==> config.mk <==
export PLATFORM = sky130hd
export DESIGN_NAME = icache_dm_flat
export DESIGN_NICKNAME = d
export VERILOG_FILES = /design/src/rtl/icache_dm_pkg.sv /design/src/rtl/icache_dm_if.sv /design/src/rtl/icache_dm_array.sv /design/src/rtl/icache_dm.sv /design/src/flat_wrapper.sv
export SDC_FILE = /design/constraint.sdc
export NUM_CORES = 1
export LEC_CHECK = 0
export BUFFER_PORTS_ARGS = -buffer_cell sky130_fd_sc_hd__clkbuf_2
export CAP_MARGIN = 20
export CORE_MARGIN = 5
export CORE_UTILIZATION = 50
export CTS_CLUSTER_SIZE = 28
export DETAILED_ROUTE_END_ITERATION = 10
export PLACE_DENSITY_LB_ADDON = 0.08
export SETUP_SLACK_MARGIN = 0.15
export SYNTH_ARGS = -nofsm -noshare
export SYNTH_HDL_FRONTEND = slang
export SYNTH_SLANG_ARGS = --single-unit
==> constraint.sdc <==
create_clock -name CLK -period 5.3 [get_ports CLK]
set_clock_uncertainty 0.1 [all_clocks]
set_input_delay 1.06 -clock CLK [delete_from_list [all_inputs] [get_ports CLK]]
set_output_delay 1.06 -clock CLK [all_outputs]
set_load 0.03 [all_outputs]
==> src/rtl/icache_dm_pkg.sv <==
`default_nettype none
// +------------------------------------------------------------------+
// | icache_dm_pkg                                                    |
// | Shared types and constants for the direct-mapped icache.         |
// | Revision: 1.0                                                    |
// +------------------------------------------------------------------+
package icache_dm_pkg;

  localparam int ICACHE_SETS      = 16;
  // Widest tag any legal set count can need (SETS >= 2 leaves 29 bits).
  localparam int ICACHE_TAG_MAX_W = 29;

  typedef struct packed {
    logic                        valid;
    logic [ICACHE_TAG_MAX_W-1:0] tag;
    logic [31:0]                 data;
  } icache_frame_t;

  typedef enum logic [0:0] {
    IC_IDLE = 1'b0,
    IC_MISS = 1'b1
  } icache_state_t;

  // Tag of a word address, zero-extended to the common frame tag width.
  function automatic logic [ICACHE_TAG_MAX_W-1:0] icache_tag(input logic [29:0] waddr,
                                                             input int idx_w);
    return ICACHE_TAG_MAX_W'(waddr >> idx_w);
  endfunction

endpackage
`default_nettype wire

==> src/rtl/icache_dm_if.sv <==
`default_nettype none
// +------------------------------------------------------------------+
// | icache_dm_if                                                     |
// | Fetch-side and memory-side signals of the instruction cache.     |
// | Revision: 1.0                                                    |
// +------------------------------------------------------------------+
interface icache_dm_if;
  logic        imemREN;
  logic [31:0] imemaddr;
  logic        halt;
  logic        ihit;
  logic [31:0] imemload;
  logic        iREN;
  logic [31:0] iaddr;
  logic        iwait;
  logic [31:0] iload;

  // The cache itself.
  modport slave (
    input  imemREN, imemaddr, halt, iwait, iload,
    output ihit, imemload, iREN, iaddr
  );

  // The surrounding datapath and memory controller.
  modport master (
    output imemREN, imemaddr, halt, iwait, iload,
    input  ihit, imemload, iREN, iaddr
  );
endinterface
`default_nettype wire

==> src/rtl/icache_dm_array.sv <==
`default_nettype none
// +------------------------------------------------------------------+
// | icache_dm_array                                                  |
// | Register-based frame store: async read by index, one write port. |
// | Revision: 1.0                                                    |
// +------------------------------------------------------------------+
module icache_dm_array
  import icache_dm_pkg::*;
#(
  parameter  int SETS  = ICACHE_SETS,
  localparam int IDX_W = $clog2(SETS)
) (
  input  logic             CLK,
  input  logic             nRST,
  input  logic             wen,
  input  logic [IDX_W-1:0] widx,
  input  icache_frame_t    wframe,
  input  logic [IDX_W-1:0] ridx,
  output icache_frame_t    rframe
);

  icache_frame_t w_frames [SETS];

  generate
    for (genvar s = 0; s < SETS; s++) begin : g_frame
      icache_frame_t r_frame;

      always_ff @(posedge CLK or negedge nRST) begin
        if (!nRST) begin
          r_frame <= '0;
        end else if (wen && (widx == IDX_W'(s))) begin
          r_frame <= wframe;
        end
      end

      assign w_frames[s] = r_frame;
    end
  endgenerate

  assign rframe = w_frames[ridx];

endmodule
`default_nettype wire

==> src/rtl/icache_dm.sv <==
`default_nettype none
// +------------------------------------------------------------------+
// | icache_dm                                                        |
// | Direct-mapped read-only icache: zero-cycle hits, one-word fills. |
// | Revision: 1.0                                                    |
// +------------------------------------------------------------------+
module icache_dm
  import icache_dm_pkg::*;
#(
  parameter  int SETS  = ICACHE_SETS,
  localparam int IDX_W = $clog2(SETS)
) (
  input  logic      CLK,
  input  logic      nRST,
  icache_dm_if.slave bus
);

  icache_state_t               r_state;
  icache_state_t               w_next;
  logic [29:0]                 r_miss_waddr;
  logic [IDX_W-1:0]            w_ridx;
  logic [ICACHE_TAG_MAX_W-1:0] w_rtag;
  logic [ICACHE_TAG_MAX_W-1:0] w_mtag;
  icache_frame_t               w_rframe;
  icache_frame_t               w_wframe;
  logic                        w_req;
  logic                        w_hit;
  logic                        w_wen;
  logic                        w_unused;

  assign w_req    = bus.imemREN & ~bus.halt;
  assign w_ridx   = bus.imemaddr[2+IDX_W-1:2];
  assign w_rtag   = icache_tag(bus.imemaddr[31:2], IDX_W);
  assign w_mtag   = icache_tag(r_miss_waddr, IDX_W);
  assign w_hit    = (r_state == IC_IDLE) && w_req && w_rframe.valid && (w_rframe.tag == w_rtag);
  assign w_wframe = '{valid: 1'b1, tag: w_mtag, data: bus.iload};
  // Byte offset within the word plays no part in a word-granular fetch.
  assign w_unused = ^bus.imemaddr[1:0];

  icache_dm_array #(.SETS(SETS)) u_array (
    .CLK    (CLK),
    .nRST   (nRST),
    .wen    (w_wen),
    .widx   (r_miss_waddr[IDX_W-1:0]),
    .wframe (w_wframe),
    .ridx   (w_ridx),
    .rframe (w_rframe)
  );

  always_ff @(posedge CLK or negedge nRST) begin
    if (!nRST) begin
      r_state      <= IC_IDLE;
      r_miss_waddr <= '0;
    end else begin
      r_state <= w_next;
      if ((r_state == IC_IDLE) && w_req && !w_hit) begin
        r_miss_waddr <= bus.imemaddr[31:2];
      end
    end
  end

  always_comb begin
    w_next = r_state;
    case (r_state)
      IC_IDLE: if (w_req && !w_hit) w_next = IC_MISS;
      IC_MISS: if (!bus.iwait)      w_next = IC_IDLE;
      default: w_next = IC_IDLE;
    endcase
  end

  // Fill is written from the latched miss address, so a redirected fetch
  // address during the miss cannot corrupt the frame being filled.
  always_comb begin
    bus.ihit     = 1'b0;
    bus.imemload = '0;
    bus.iREN     = 1'b0;
    bus.iaddr    = '0;
    w_wen        = 1'b0;
    case (r_state)
      IC_IDLE: begin
        bus.ihit = w_hit;
        if (w_hit) bus.imemload = w_rframe.data;
      end
      IC_MISS: begin
        bus.iREN  = 1'b1;
        bus.iaddr = {r_miss_waddr, 2'b00};
        w_wen     = ~bus.iwait;
      end
      default: ;
    endcase
  end

endmodule
`default_nettype wire

==> src/flat_wrapper.sv <==
// flat-port wrapper written by rule: the top's interface ports become plain ports
module icache_dm_flat import icache_dm_pkg::*;
#(
  parameter  int SETS  = ICACHE_SETS,
  localparam int IDX_W = $clog2(SETS)
)
  (CLK, nRST, bus_imemREN, bus_imemaddr, bus_halt, bus_iwait, bus_iload, bus_ihit, bus_imemload, bus_iREN, bus_iaddr);
  icache_dm_if bus_i ();
  input  logic CLK;
  input  logic nRST;
  input wire logic [$bits(bus_i.imemREN)-1:0] bus_imemREN;
  input wire logic [$bits(bus_i.imemaddr)-1:0] bus_imemaddr;
  input wire logic [$bits(bus_i.halt)-1:0] bus_halt;
  input wire logic [$bits(bus_i.iwait)-1:0] bus_iwait;
  input wire logic [$bits(bus_i.iload)-1:0] bus_iload;
  output wire logic [$bits(bus_i.ihit)-1:0] bus_ihit;
  output wire logic [$bits(bus_i.imemload)-1:0] bus_imemload;
  output wire logic [$bits(bus_i.iREN)-1:0] bus_iREN;
  output wire logic [$bits(bus_i.iaddr)-1:0] bus_iaddr;
  assign bus_i.imemREN = bus_imemREN;
  assign bus_i.imemaddr = bus_imemaddr;
  assign bus_i.halt = bus_halt;
  assign bus_i.iwait = bus_iwait;
  assign bus_i.iload = bus_iload;
  assign bus_ihit = bus_i.ihit;
  assign bus_imemload = bus_i.imemload;
  assign bus_iREN = bus_i.iREN;
  assign bus_iaddr = bus_i.iaddr;
  icache_dm #(.SETS(SETS)) u_core (.CLK(CLK), .nRST(nRST), .bus(bus_i));
endmodule
==> flow_summary_export.csv <==
group,metric,value,unit
floorplanning,start_util,0.5032,
layout,finalInstanceArea,51130,µm²
clock_tree,cts_tree,"done",
grt,grt_usage,0.2492,
detailed_routing,m1WireLength,50160,µm
placement,place_inst,3937,
clock_tree,cts-htree-levels,3,
synth,async_flop_share,1.000,
worst_setup_path,crit_fanout,12,
min_path,holdPathStages,1,
synth,ys_seq_area_frac,0.5486,
synth,ys_warn_count,0,
pwr,leakage,23.83,nW
detailed_routing,firstDrtPassIters,8,
layout,layout-drive-gt1-share,0.5776,
min_path,min_to,"u_core.u_array.g_frame[3].r_frame[61]$_DFFE_PN0P_",
synth,ys_types,60,
detailed_routing,met2WireLength,58600,µm
worst_setup_path,r2r-start,"u_core.u_array.g_frame[15].r_frame[46]$_DFFE_PN0P_",
layout,area_growth,14.97,%
floorplanning,die_x,308.2,µm
clock_tree,path_clk_slew,0.06,ns
sta,relSlewSlack,0.2541,
worst_setup_path,critPathLaunchType,"primary input",
sta,fin_crit,5.355,ns
sta,fmax,186.7,MHz
detailed_routing,wl_met3,5061,µm
worst_setup_path,crit_type,"primary input to primary output",
synth,synth_compound_area_frac,0.007990,
detailed_routing,drc,0,
synth,synth_area_leaders,"dfrtp_1 55%, mux2_2 24%, mux4_2 13%",
grt,grt_pass1_vias,27950,
layout,nets,2961,
floorplanning,ios,135,
detailed_routing,dr.max_layer_used,"met4",
sta,finalCritPeriodShare,1.010,
clock_tree,clk_path_buf_depth,3,
floorplanning,die_area,95010,µm²
clock_tree,clkLatencyLatePin,0.68,ns
worst_setup_path,r2r_cells,14,
detailed_routing,postRouteAntennaNets,0,
synth,synthCells,2751,
placement,port_buffers,130,
min_path,worst_hold_path_type,"flop to flop",
worst_setup_path,end_kind,"primary output",
synth,synth_top_family_by_area,"multiplexers",
synth,netlist_area,44470,µm²
run_status,status,"finished with violations",
grt,antenna_found_initial,4,
synth,synth_adder_area_share,0,
placement,gp_congestion,0.7586,
placement,dpl_cell_area,47070,µm²
grt,grt_pass1_wl,179100,µm
worst_setup_path,worstPathRequired,4.14,ns
floorplanning,coreArea,88370,µm²
synth,ys_ff_latch,975,
synth,synth_area_per_cell,16.17,µm²
synth,synthSimpleGateAreaFrac,0.02259,
sta,final.setup.worst_slack,-0.05520,ns
worst_setup_path,rrSetupSlack,1.14,ns
detailed_routing,drtIter0Drc,1651,
run_status,violations,"setup timing",
clock_tree,numCtsBuffers,107,
placement,dp_hpwl,67790,µm
synth,synth-edff-count,0,
synth,yosys.area.top_type,"dfrtp_1",
sta,maxSlewViolCount,0,
synth,synth_top_area_share,0.5486,
layout,fillCellCount,6761,
clock_tree,cts_hold_buf,0,
layout,instances_no_fill,4149,
floorplanning,rows,109,
detailed_routing,via_count,25070,
synth,yosysMostFrequentCell,"dfrtp_1",
worst_setup_path,cp.arrival,4.20,ns
sta,setup_violations,16,
detailed_routing,avgViaCountPerCell,6.042,
detailed_routing,drt_wl_total,117000,µm
sta,worstMarginPinSlew,1.119,ns
sta,fin_setup_tns,-0.3602,ns
sta,hold_viol_final,0,
pwr,peakVddDrop,300.5,µV
floorplanning,fp.dieH,308.2,µm
min_path,worstHoldStart,"u_core.u_array.g_frame[3].r_frame[61]$_DFFE_PN0P_",
pwr,power.density,498.4,nW/µm²
synth,synth_mux_area_frac,0.3905,
detailed_routing,wl_per_cell,28.19,µm
synth,synth_flop_cell,"dfrtp_1",
grt,gr-total-overflow,0,
synth,synth-xor-area-share,0.005711,
synth,synthTopCellsByCount,"975 x dfrtp_1, 937 x mux2_2, 256 x mux4_2, 119 x clkbuf_1, 89 x buf_1",
clock_tree,clock-root-buffer,"clkbuf_16",
sta,rsz0062_at_grt,"true",
grt,grt_start_max_net_pins,107,
worst_setup_path,reg2reg_to,"u_core.r_miss_waddr[27]$_DFFE_PN0P_",
clock_tree,clock_sinks,975,
run,cap_violations,0,
-- state kept, by name (all words and copies together) (netlist names) --
register                        cells
u_core.u_array.g_frame.r_frame    944
u_core.r_miss_waddr                30
u_core.r_state                      1
-- worst max-delay path by stage --
stage / cells past startpoint / to / slack [ns] / startpoint
floorplan: 11 / bus_imemload[10] / 0.08 / bus_imemaddr[2]
global placement: 9 / bus_imemload[5] / -0.21 / bus_imemaddr[2]
detailed placement: 9 / bus_imemload[5] / -0.21 / bus_imemaddr[2]
CTS: 12 / bus_imemload[30] / -0.07 / bus_imemaddr[2]
global route: 12 / bus_imemload[12] / -0.14 / bus_imemaddr[2]
finish: 12 / bus_imemload[12] / -0.06 / bus_imemaddr[2]
-- worst max-delay path, cell delays in order --
cell and delay (ns):
buf_12 0.11, mux4_2 0.50, mux4_2 0.54, xor2_4 0.20
a31oi_1 0.14, or4b_4 0.54, nor4_4 0.21, nand4_4 0.17
buf_12 0.21, buf_12 0.16, nor2b_1 0.13, buf_4 0.18
-- power breakdown --
group | leakage [nW] | internal (mW) | switching [mW]
logic | 9.33 | 3.95 | 2.02
registers | 12.8 | 10.5 | 1.68
clock network | 1.73 | 4.37 | 3.00
total | 23.8 | 18.8 | 6.70
-- cells in the final DEF (no fill, tap or decap), types with 4 or more instances in the layout --
cell / netlist / final
buf_6: 6 / 14
clkbuf_1: 119 / 29
clkbuf_2: 0 / 93
nor2b_1: 39 / 20
nor3_1: 8 / 8
a21oi_1: 5 / 5
buf_4: 6 / 116
nand2b_1: 13 / 13
mux2_2: 937 / 937
or2_2: 6 / 6
and2_1: 29 / 29
nor2b_4: 0 / 9
a22oi_1: 10 / 9
clkinv_2: 0 / 16
mux2i_1: 55 / 55
buf_12: 3 / 31
dfrtp_1: 975 / 975
xor2_1: 14 / 13
buf_8: 0 / 11
diode_2: 0 / 8
xnor2_1: 15 / 15
o21ai_0: 8 / 7
mux4_2: 256 / 258
clkbuf_8: 0 / 31
nand2_1: 28 / 19
mux2_4: 29 / 29
nor2_1: 11 / 10
bufinv_16: 0 / 5
buf_16: 0 / 4
nand2_4: 1 / 10
nor2b_2: 0 / 10
clkbuf_16: 0 / 110
-- metal layers --
layer  vias to the layer above  global-route usage
met5                         -                   0
met1                     13840              0.3403
met3                       180             0.03893
li1                      10510                   -
met4                         0             0.07293
met2                       532              0.4194
-- cell families (layout without fill, tap and decap cells) --
family / Yosys count / in the layout
other cells: 1 / 10
mux: 1280 / 1280
xor+xnor: 29 / 29
simple gates: 164 / 164
buf+inv: 252 / 476
flops: 975 / 975
compound gates: 50 / 50
-- metrics by stage --
stage | setup WS (ns) | power [mW] | util | hold slack [ns]
after floorplan | 0.07807 | 16.39 | - | 0.3285
after global placement | -0.2109 | 17.67 | 0.5326 | 0.3455
after detailed placement | -0.2083 | 18.20 | 0.5326 | 0.3487
after CTS | -0.07054 | 25.69 | 0.5764 | 0.3664
after global routing | -0.1390 | 26.80 | 0.5784 | 0.3734
final | -0.05520 | 25.48 | 0.5786 | 0.3696
-- layout make-up --
type | instances | area, µm² | share of cell area
Tap cell | 1165 | 1458 | 0.02851
Sequential cell | 975 | 24400 | 0.4772
Timing Repair Buffer | 276 | 2491 | 0.04872
Clock buffer | 164 | 3194 | 0.06247
Clock inverter | 29 | 312.8 | 0.006118
Antenna cell | 8 | 20.02 | 0.0003915
Multi-Input combinational cell | 1525 | 19230 | 0.3761
Inverter | 7 | 28.78 | 0.0005628
-- timing repair --
| action | 4_1_cts | 5_1_grt |
|---|---|---|
| pin swaps | 2 | 3 |
| cloned | 2 | 1 |
| endpoints found under the setup margin | 33 | 33 |
| gates resized for setup | 69 | 56 |
| buffers inserted | 4 | 4 |
Note: power is estimated with default switching activity, not from simulation.
